$ cat src/rtl/serial_byte_feeder.sv
// serial_byte_feeder
//    Assembles a serial bit stream into WIDTH-bit words. Completed words go
//    into a DEPTH-entry FIFO, and the head word is offered downstream with a
//    valid/ready handshake. Its intended consumer is the bit-counting block.
//
//    Optional build macro: PARITY_CHECK_EN
//       When defined, every word is followed by one even-parity bit.
//       A word whose parity is wrong is dropped, and parity_err pulses for
//       one cycle. When undefined, parity_err is tied low.
//
//    Assembler states
//       state    | meaning
//       A_IDLE   | no bits of the current word held yet
//       A_SHIFT  | 1..WIDTH-1 data bits captured
//       A_PARITY | all data bits held, waiting for the parity bit (macro only)
//
//    Output states
//       state    | meaning
//       O_EMPTY  | FIFO empty, valid_out low
//       O_VALID  | FIFO head presented on data_out, valid_out high

module serial_byte_feeder #(
   parameter int WIDTH     = 8,
   parameter int DEPTH     = 4,
   parameter bit MSB_FIRST = 1'b0
) (
   input  logic                     clk,
   input  logic                     reset,
   input  logic                     ser_in,
   input  logic                     ser_valid,
   input  logic                     flush,
   output logic [WIDTH-1:0]         data_out,
   output logic                     valid_out,
   input  logic                     ready_in,
   output logic [$clog2(DEPTH):0]   level,
   output logic                     full,
   output logic                     overflow,
   output logic                     parity_err
);

   localparam int PTR_W = (DEPTH > 1) ? $clog2(DEPTH) : 1;
   localparam int LVL_W = $clog2(DEPTH) + 1;
   localparam int CNT_W = (WIDTH > 1) ? $clog2(WIDTH) : 1;

   localparam logic [1:0] A_IDLE   = 2'd0;
   localparam logic [1:0] A_SHIFT  = 2'd1;
`ifdef PARITY_CHECK_EN
   localparam logic [1:0] A_PARITY = 2'd2;
`endif

   localparam logic O_EMPTY = 1'b0;
   localparam logic O_VALID = 1'b1;

   logic [1:0]             a_state_q, a_state_d;
   logic [CNT_W-1:0]       bit_cnt_q, bit_cnt_d;
   logic [WIDTH-1:0]       sr_q, sr_d;
   logic [WIDTH-1:0]       sr_shift;
   logic                   push_req;
   logic [WIDTH-1:0]       push_data;
`ifdef PARITY_CHECK_EN
   logic                   parity_err_q, parity_err_d;
`endif

   logic [WIDTH-1:0]       mem_q [DEPTH];
   logic [WIDTH-1:0]       mem_d [DEPTH];
   logic [PTR_W-1:0]       wr_ptr_q, wr_ptr_d;
   logic [PTR_W-1:0]       rd_ptr_q, rd_ptr_d;
   logic [LVL_W-1:0]       level_q, level_d;
   logic                   o_state_q, o_state_d;
   logic                   full_q, full_d;
   logic                   overflow_q, overflow_d;
   logic                   pop;
   logic                   push_ok;

   // Next shift-register value for one captured bit; the direction is fixed by MSB_FIRST.
   always_comb begin
      sr_shift = sr_q;
      if (MSB_FIRST)
         sr_shift = (sr_q << 1) | WIDTH'(ser_in);
      else
         sr_shift = (sr_q >> 1) | (WIDTH'(ser_in) << (WIDTH - 1));
   end

   // Assembler FSM: count bits, flag a completed word for push, check parity if built in.
   always_comb begin
      a_state_d = a_state_q;
      bit_cnt_d = bit_cnt_q;
      sr_d      = sr_q;
      push_req  = 1'b0;
      push_data = sr_shift;
`ifdef PARITY_CHECK_EN
      parity_err_d = 1'b0;
`endif
      case (a_state_q)
         A_IDLE, A_SHIFT: begin
            if (ser_valid) begin
               sr_d = sr_shift;
               if (bit_cnt_q == CNT_W'(WIDTH - 1)) begin
                  bit_cnt_d = '0;
`ifdef PARITY_CHECK_EN
                  a_state_d = A_PARITY;
`else
                  a_state_d = A_IDLE;
                  push_req  = 1'b1;
`endif
               end else begin
                  bit_cnt_d = bit_cnt_q + CNT_W'(1);
                  a_state_d = A_SHIFT;
               end
            end
         end
`ifdef PARITY_CHECK_EN
         A_PARITY: begin
            push_data = sr_q;
            if (ser_valid) begin
               a_state_d = A_IDLE;
               sr_d      = '0;
               // Even parity: the data bits and the parity bit together hold an even count of ones.
               if ((^sr_q) ^ ser_in)
                  parity_err_d = 1'b1;
               else
                  push_req = 1'b1;
            end
         end
`endif
         default: begin
            a_state_d = A_IDLE;
            bit_cnt_d = '0;
         end
      endcase
      // Flush wins over everything, including the bit presented on this cycle.
      if (flush) begin
         a_state_d = A_IDLE;
         bit_cnt_d = '0;
         sr_d      = '0;
         push_req  = 1'b0;
`ifdef PARITY_CHECK_EN
         parity_err_d = 1'b0;
`endif
      end
   end

   // FIFO bookkeeping. A push into a full FIFO is allowed only when a pop frees a slot on the same edge.
   always_comb begin
      mem_d      = mem_q;
      wr_ptr_d   = wr_ptr_q;
      rd_ptr_d   = rd_ptr_q;
      level_d    = level_q;
      overflow_d = overflow_q;
      pop        = (o_state_q == O_VALID) && ready_in && !flush;
      push_ok    = push_req && ((level_q != LVL_W'(DEPTH)) || pop);
      if (push_ok) begin
         mem_d[wr_ptr_q] = push_data;
         wr_ptr_d        = wr_ptr_q + PTR_W'(1);
      end
      if (pop)
         rd_ptr_d = rd_ptr_q + PTR_W'(1);
      case ({push_ok, pop})
         2'b10:   level_d = level_q + LVL_W'(1);
         2'b01:   level_d = level_q - LVL_W'(1);
         default: level_d = level_q;
      endcase
      if (push_req && !push_ok)
         overflow_d = 1'b1;
      if (flush) begin
         wr_ptr_d   = '0;
         rd_ptr_d   = '0;
         level_d    = '0;
         overflow_d = 1'b0;
      end
   end

   // Output FSM and registered status follow the post-edge FIFO level.
   always_comb begin
      o_state_d = (level_d != '0) ? O_VALID : O_EMPTY;
      full_d    = (level_d == LVL_W'(DEPTH));
   end

   // State registers.
   always_ff @(posedge clk or posedge reset) begin
      if (reset) begin
         a_state_q  <= A_IDLE;
         bit_cnt_q  <= '0;
         sr_q       <= '0;
         mem_q      <= '{default: '0};
         wr_ptr_q   <= '0;
         rd_ptr_q   <= '0;
         level_q    <= '0;
         o_state_q  <= O_EMPTY;
         full_q     <= 1'b0;
         overflow_q <= 1'b0;
      end else begin
         a_state_q  <= a_state_d;
         bit_cnt_q  <= bit_cnt_d;
         sr_q       <= sr_d;
         mem_q      <= mem_d;
         wr_ptr_q   <= wr_ptr_d;
         rd_ptr_q   <= rd_ptr_d;
         level_q    <= level_d;
         o_state_q  <= o_state_d;
         full_q     <= full_d;
         overflow_q <= overflow_d;
      end
   end

`ifdef PARITY_CHECK_EN
   // The parity error pulse is registered, so it is high for the one cycle after the bad parity bit.
   always_ff @(posedge clk or posedge reset) begin
      if (reset)
         parity_err_q <= 1'b0;
      else
         parity_err_q <= parity_err_d;
   end

   assign parity_err = parity_err_q;
`else
   assign parity_err = 1'b0;
`endif

   // The head slot cannot be overwritten while it is valid and not yet popped, so data_out holds steady.
   assign data_out  = mem_q[rd_ptr_q];
   assign valid_out = (o_state_q == O_VALID);
   assign level     = level_q;
   assign full      = full_q;
   assign overflow  = overflow_q;

endmodule

$ cat config.mk
export PLATFORM = sky130hd
export DESIGN_NAME = serial_byte_feeder
export DESIGN_NICKNAME = d
export VERILOG_FILES = /design/src/rtl/serial_byte_feeder.sv
export SDC_FILE = /design/constraint.sdc
export NUM_CORES = 1
export LEC_CHECK = 0
export CAP_MARGIN = 20
export CORE_UTILIZATION = 40
export CTS_CLUSTER_DIAMETER = 80
export CTS_CLUSTER_SIZE = 40
export DETAILED_ROUTE_END_ITERATION = 12
export HOLD_SLACK_MARGIN = 0.1
export PLACE_DENSITY_LB_ADDON = 0.2
export SLEW_MARGIN = 0
export SYNTH_ARGS = -nofsm -noshare
export SYNTH_HDL_FRONTEND = slang
export SYNTH_SLANG_ARGS = --single-unit
$ cat constraint.sdc
create_clock -name clk -period 3.1 [get_ports clk]
set_input_delay 0.62 -clock clk [delete_from_list [all_inputs] [get_ports clk]]
set_output_delay 0.62 -clock clk [all_outputs]
set_load 0.01 [all_outputs]
* Word-level counts from Yosys, hierarchy flattened
Index checks and enable logic that the tools add are counted.
Operators by class: add/subtract/negate cells 5, order comparisons 3, eq/ne operators 7, muxes and demuxes 30, bitwise operators 3, reduce and logical (&&, ||, !) cells 17
Operators with widths (count):
- $mux W8 | 6
- $bwmux W32 | 1
- $bmux W8 S2 | 1
- $demux W8 S2 | 1
- $mux W3 | 5
- $mux W2 | 7
- $reduce_bool A2 Y1 | 5
- $mux W1 | 8
- $or A7 B8 Y8 | 1
- $add A3 B1 Y3 const B | 2
- $eq A3 B3 Y1 const B | 2
- $ge A3 B3 Y1 const B | 2
- $ne A3 B3 Y1 const B | 2
- $not A2 Y3 | 2
- $pmux W3 S2 | 1
- $logic_and A1 B1 Y1 | 5
- $add A2 B1 Y2 const B | 2
- $eq A2 B1 Y1 const B | 2
- $lt A3 B1 Y1 const B | 1
- $reduce_bool A3 Y1 | 1
- $sub A3 B1 Y3 const B | 1
- $eq A2 B2 Y1 const B | 1
- $logic_not A1 Y1 | 2
- $logic_not A2 Y1 | 1
- 3 further kinds | 3
Word-level totals: register bits 55, input port bits 6, output and inout port bits 15

* Longest topological paths before layout
depth in word-level cells 11, depth in mapped cells 9, depth with buffers taken out 9

* Worst setup path before layout
No wires, ideal clock.
path kind register to register, start point reg bit_cnt_q[0], end point reg level_q[1], in the netlist level[1], library setup time 78 ps, arrival time 2205 ps, data required time 3022 ps, slack 817 ps, stages on the path, launching flop included 10, path through dfrtp_1 ha_1 ha_1 and2_1 nor2_1 nand2_1 fa_1 a2111oi_0 a21oi_1 a21oi_1
Between the ends: longest elaborated chain between the ends 9, elaborated cells between the ends (all ways) 10
RTL lines:
- from (decl) | line 55 | logic [CNT_W-1:0] bit_cnt_q, bit_cnt_d;
- from (signal assigned) | line 194 | bit_cnt_q <= bit_cnt_d;
- $eq A3 B3 Y1 * | line 98 | if (bit_cnt_q == CNT_W'(WIDTH - 1)) begin
- $mux W1 * | line 98
- $mux W1 * | line 96 | if (ser_valid) begin
- $mux W1 * | line 94 | case (a_state_q)
- $mux W1 * | line 132 | if (flush) begin
- $logic_and A1 B1 Y1 * | line 151 | push_ok = push_req && ((level_q != LVL_W'(DEPTH)) || pop);
- $eq A2 B1 Y1 / $eq A2 B2 Y1 (equally long branches) | line 158 | case ({push_ok, pop})
- $pmux W3 S2 * | line 158
- $mux W3 * | line 165 | if (flush) begin
- named net level_d[1] | line 68 | logic [LVL_W-1:0] level_q, level_d;
- to (signal assigned) | line 199 | level_q <= level_d;
- to (decl) | line 68
Mark *: on every way through the listed nets, which the timed path passes. The rest lies on a longest branch. A chain may end at the register's enable or synchronous reset.

* Worst setup path in the final report
start point reg rd_ptr_q[0], end point out data_out[5]
Between the ends: longest elaborated chain between the ends 4
RTL lines:
- from (decl) | line 67 | logic [PTR_W-1:0] rd_ptr_q, rd_ptr_d;
- from (signal assigned) | line 198 | rd_ptr_q <= rd_ptr_d;
- $not A2 Y3 (implied by the code) | line 221 | assign data_out = mem_q[rd_ptr_q];
- $bmux W8 S2 | line 221
- $mux W8 (implied by the code) (2 in a row) | line 221
- to (decl) | line 32 | output logic [WIDTH-1:0] data_out,
No other way between the ends. The select of a mux whose other input is x is not followed.

==> summary.md <==
| Metric | Value |
|---|---|
| Status | `completed` |
| Post-CTS setup buffer count | `0` |
| Sequential share of the synthesized area | `0.500` |
| Row Count | `29` |
| Power Density | `406 nW/um^2` |
| Final WL | `5.02 mm` |
| Post-synthesis cell count | `186` |
| DRT iter0 DRCs | `101` |
| Hpwl dp | `3.49 mm` |
| All-Layer GR Usage | `0.168` |
| Worst-path cell chain | `buf_4 -> mux4_2 -> clkdlybuf4s50_1` |
| Hold WS | `0.519 ns` |
| Congestion Overflow GR | `0` |
| Clock buffer count from CTS | `5` |
| Final #Nets | `222` |
| Critical Path RT | `2.48 ns` |
| Crit path kind | `reg2out` |
| First-pass GRT wire length | `8.36 mm` |
| Post-cts resize count | `0` |
| Clock Skew | `0.0141 ns` |
| Mapped Area | `2600 um^2` |
| Post-route minimum period | `2.74 ns` |
| CTS tree | `yes` |
| Crit path largest cell delay | `~0.56 ns` |
| Leakage | `1.37 nW` |
| Ys flop type | `dfrtp_1` |
| Async S/R FF share, synth | `1.00` |
| Min setup slack post-route | `roughly 0.36 ns` |
| Internal power component | `between 0.9 and 1 mW` |
| Final Cycle Share | `0.884` |
| Worst hold path type | `reg2reg` |
| Syn Nets | `199` |
| Setup violators final | `0` |
| DRT antenna net count | `0` |
| Max-Cap Viols | `0` |
| Average wire per standard cell | `17.5 um` |
| Sequential share of power | `0.566` |
| Filler cells | `between 500 and 600` |
| Drt first pass iters | `5` |
| Vias post-DR | `about 1500` |
| Die W | `82.7 um` |
| Cts hold-fix bufs | `0` |
| EDFF count, synth | `0` |
| Root Buffer | `clkbuf_8` |
| Startpoint types | `register` |
| Initial antenna violation count | `0` |
| Port bufs | `19` |
| Max Fclk | `365 MHz` |
| Register bit total from synthesis | `52` |
| Setup slack at placement | `0.303 ns` |
| DRC viols | `0` |
| Final Slew Violations | `0` |
| Setup crit end kind | `primary output` |
| N_diodes | `0` |
| Vias in the first global route | `1597` |
| Worst-path maximum fanout | `6` |
| Sw frac | `0.221` |
| Critical-path top delay cell | `dfrtp_1` |
| Delay-heaviest family, CP | `buffers and inverters` |
| Largest net degree at the start of global routing | `22` |
| Die ar. | `6830 um^2` |
| Core Area | `6310 um^2` |
| Final TNS setup | `0 ns` |
| Multi-input gate area | `1190 um^2` |
| CTS Sinks | `52` |
| Io pins | `21` |
| Logic gate share of total power | `0.040` |
| Psw | `0.268 mW` |
| Final Wtd Congestion | `about 0.8` |
| Die Span Y | `roughly 83 um` |
| Dpl cell area | `2870 um^2` |
| Reg2Reg Setup Slack | `0.47 ns` |
| Unrepaired setup endpoints after global routing | `no` |
| Worst-path clk slew | `0.10 ns` |
| Seq. cell area | `1300 um^2` |
| Avg Vias per Cell | `about 5.3` |
| CTS max path bufs | `2` |
| H-tree depth | `2` |
| Ys Warns | `0` |
| Clock share of power | `0.394` |
| CP Buf/Inv Count | `2` |
| Syn-to-layout area delta | `14.9%` |
| Post-route design area | `between 2000 and 3000 um^2` |
| Netlist cell types | `37` |
| CP Data Arrival Time | `roughly 2.1 ns` |
| Hold Violations, Final | `0` |
| Peak supply drop | `0.283 mV` |
| Initial Utilization | `0.412` |
| Share of cells above drive strength 1 | `0.290` |
| Syn Area/Cell | `~14 um^2` |
| Clock Latency Late Sink | `around 0.30 ns` |
-- per-layer routing --
layer | up-vias | global-route usage | wire length [um]
met2 | 32 | 0.264 | 2400
met4 | 0 | 0.0448 | 27
li1 | 698 | - | -
met1 | 792 | 0.238 | 2400
met5 | - | 0 | 0
met3 | 2 | 0.0297 | 186
-- metrics by stage --
stage	power, mW	instances	utilization
floorplan	0.729	186	-
global placement	0.748	279	0.455
detailed placement	0.750	279	0.455
CTS	1.23	287	0.473
global route	1.26	287	0.473
finish	1.21	287	0.473
-- layout by cell type (no fill, tap or decap), types with 3 or more instances in the layout --
cell / count
a21oi_1: 3
clkbuf_8: 5
ha_1: 6
nor2_1: 17
and2_1: 6
mux4_2: 8
clkdlybuf4s50_1: 19
mux2i_1: 10
xnor2_1: 3
a211oi_1: 3
nand2_1: 4
buf_4: 9
mux2_4: 32
dfrtp_1: 52
nor3_1: 4
inv_1: 6
-- cell families (layout without fill, tap and decap cells) --
family          after synthesis  in the layout  share of synthesized area
compound gates               16             16                     0.0476
xor+xnor                      4              4                     0.0135
fa+ha+maj                     7              7                     0.0365
buf+inv                      19             43                     0.0418
flops                        52             52                      0.500
mux                          50             50                      0.292
other cells                   1              1                    0.00144
simple gates                 37             37                     0.0668
-- synth_stat cells, types with 4 or more instances --
master   count  area [um^2]
buf_6        4         45.0
mux2_4      32          480
dfrtp_1     52         1300
ha_1         6         75.1
mux4_2       8          180
nand2_1      4         15.0
nor3_1       4         20.0
nor2_1      17         63.8
inv_1        7         26.3
and2_1       6         37.5
mux2i_1     10          100
-- final cells by class --
| class | instances | share of cell area |
|---|---|---|
| sequential | 52 | 0.435 |
| multi-input combinational | 115 | 0.399 |
| timing repair buffer | 28 | 0.0862 |
| tap | 77 | 0.0322 |
| clock buffer | 5 | 0.0230 |
| clock inverter | 3 | 0.0155 |
| inverter | 7 | 0.00879 |
-- flip-flops by register name, indices dropped and copies added (netlist names) --
register and cells:
rd_ptr_q 2, sr_q 7, overflow 1, bit_cnt_q 3, mem_q 32, level 3, full 1, valid_out 1
wr_ptr_q 2
-- power by group through the flow --
stage / Combinational (mW) / Clock, mW / Sequential, mW
2_1_floorplan: 0.0302 / 0 / 0.699
3_3_place_gp: 0.0478 / 0 / 0.700
3_5_place_dp: 0.0499 / 0 / 0.701
4_1_cts: 0.0503 / 0.488 / 0.687
5_1_grt: 0.0557 / 0.517 / 0.688
6_report: 0.0491 / 0.478 / 0.687
-- worst paths after layout --
check | end | start | depth (start not counted)
worst min register to register | mem_q[14] | mem_q[14] | 1
worst max register to register | valid_out | bit_cnt_q[0] | 9
max in group asynchronous | sr_q[5] | reset | 3
min in group asynchronous | mem_q[29] | reset | 2
worst max-delay path | data_out[5] | rd_ptr_q[0] | 3
worst min-delay path | mem_q[14] | mem_q[14] | 1
No activity file was read; power rests on OpenSTA's default activity.
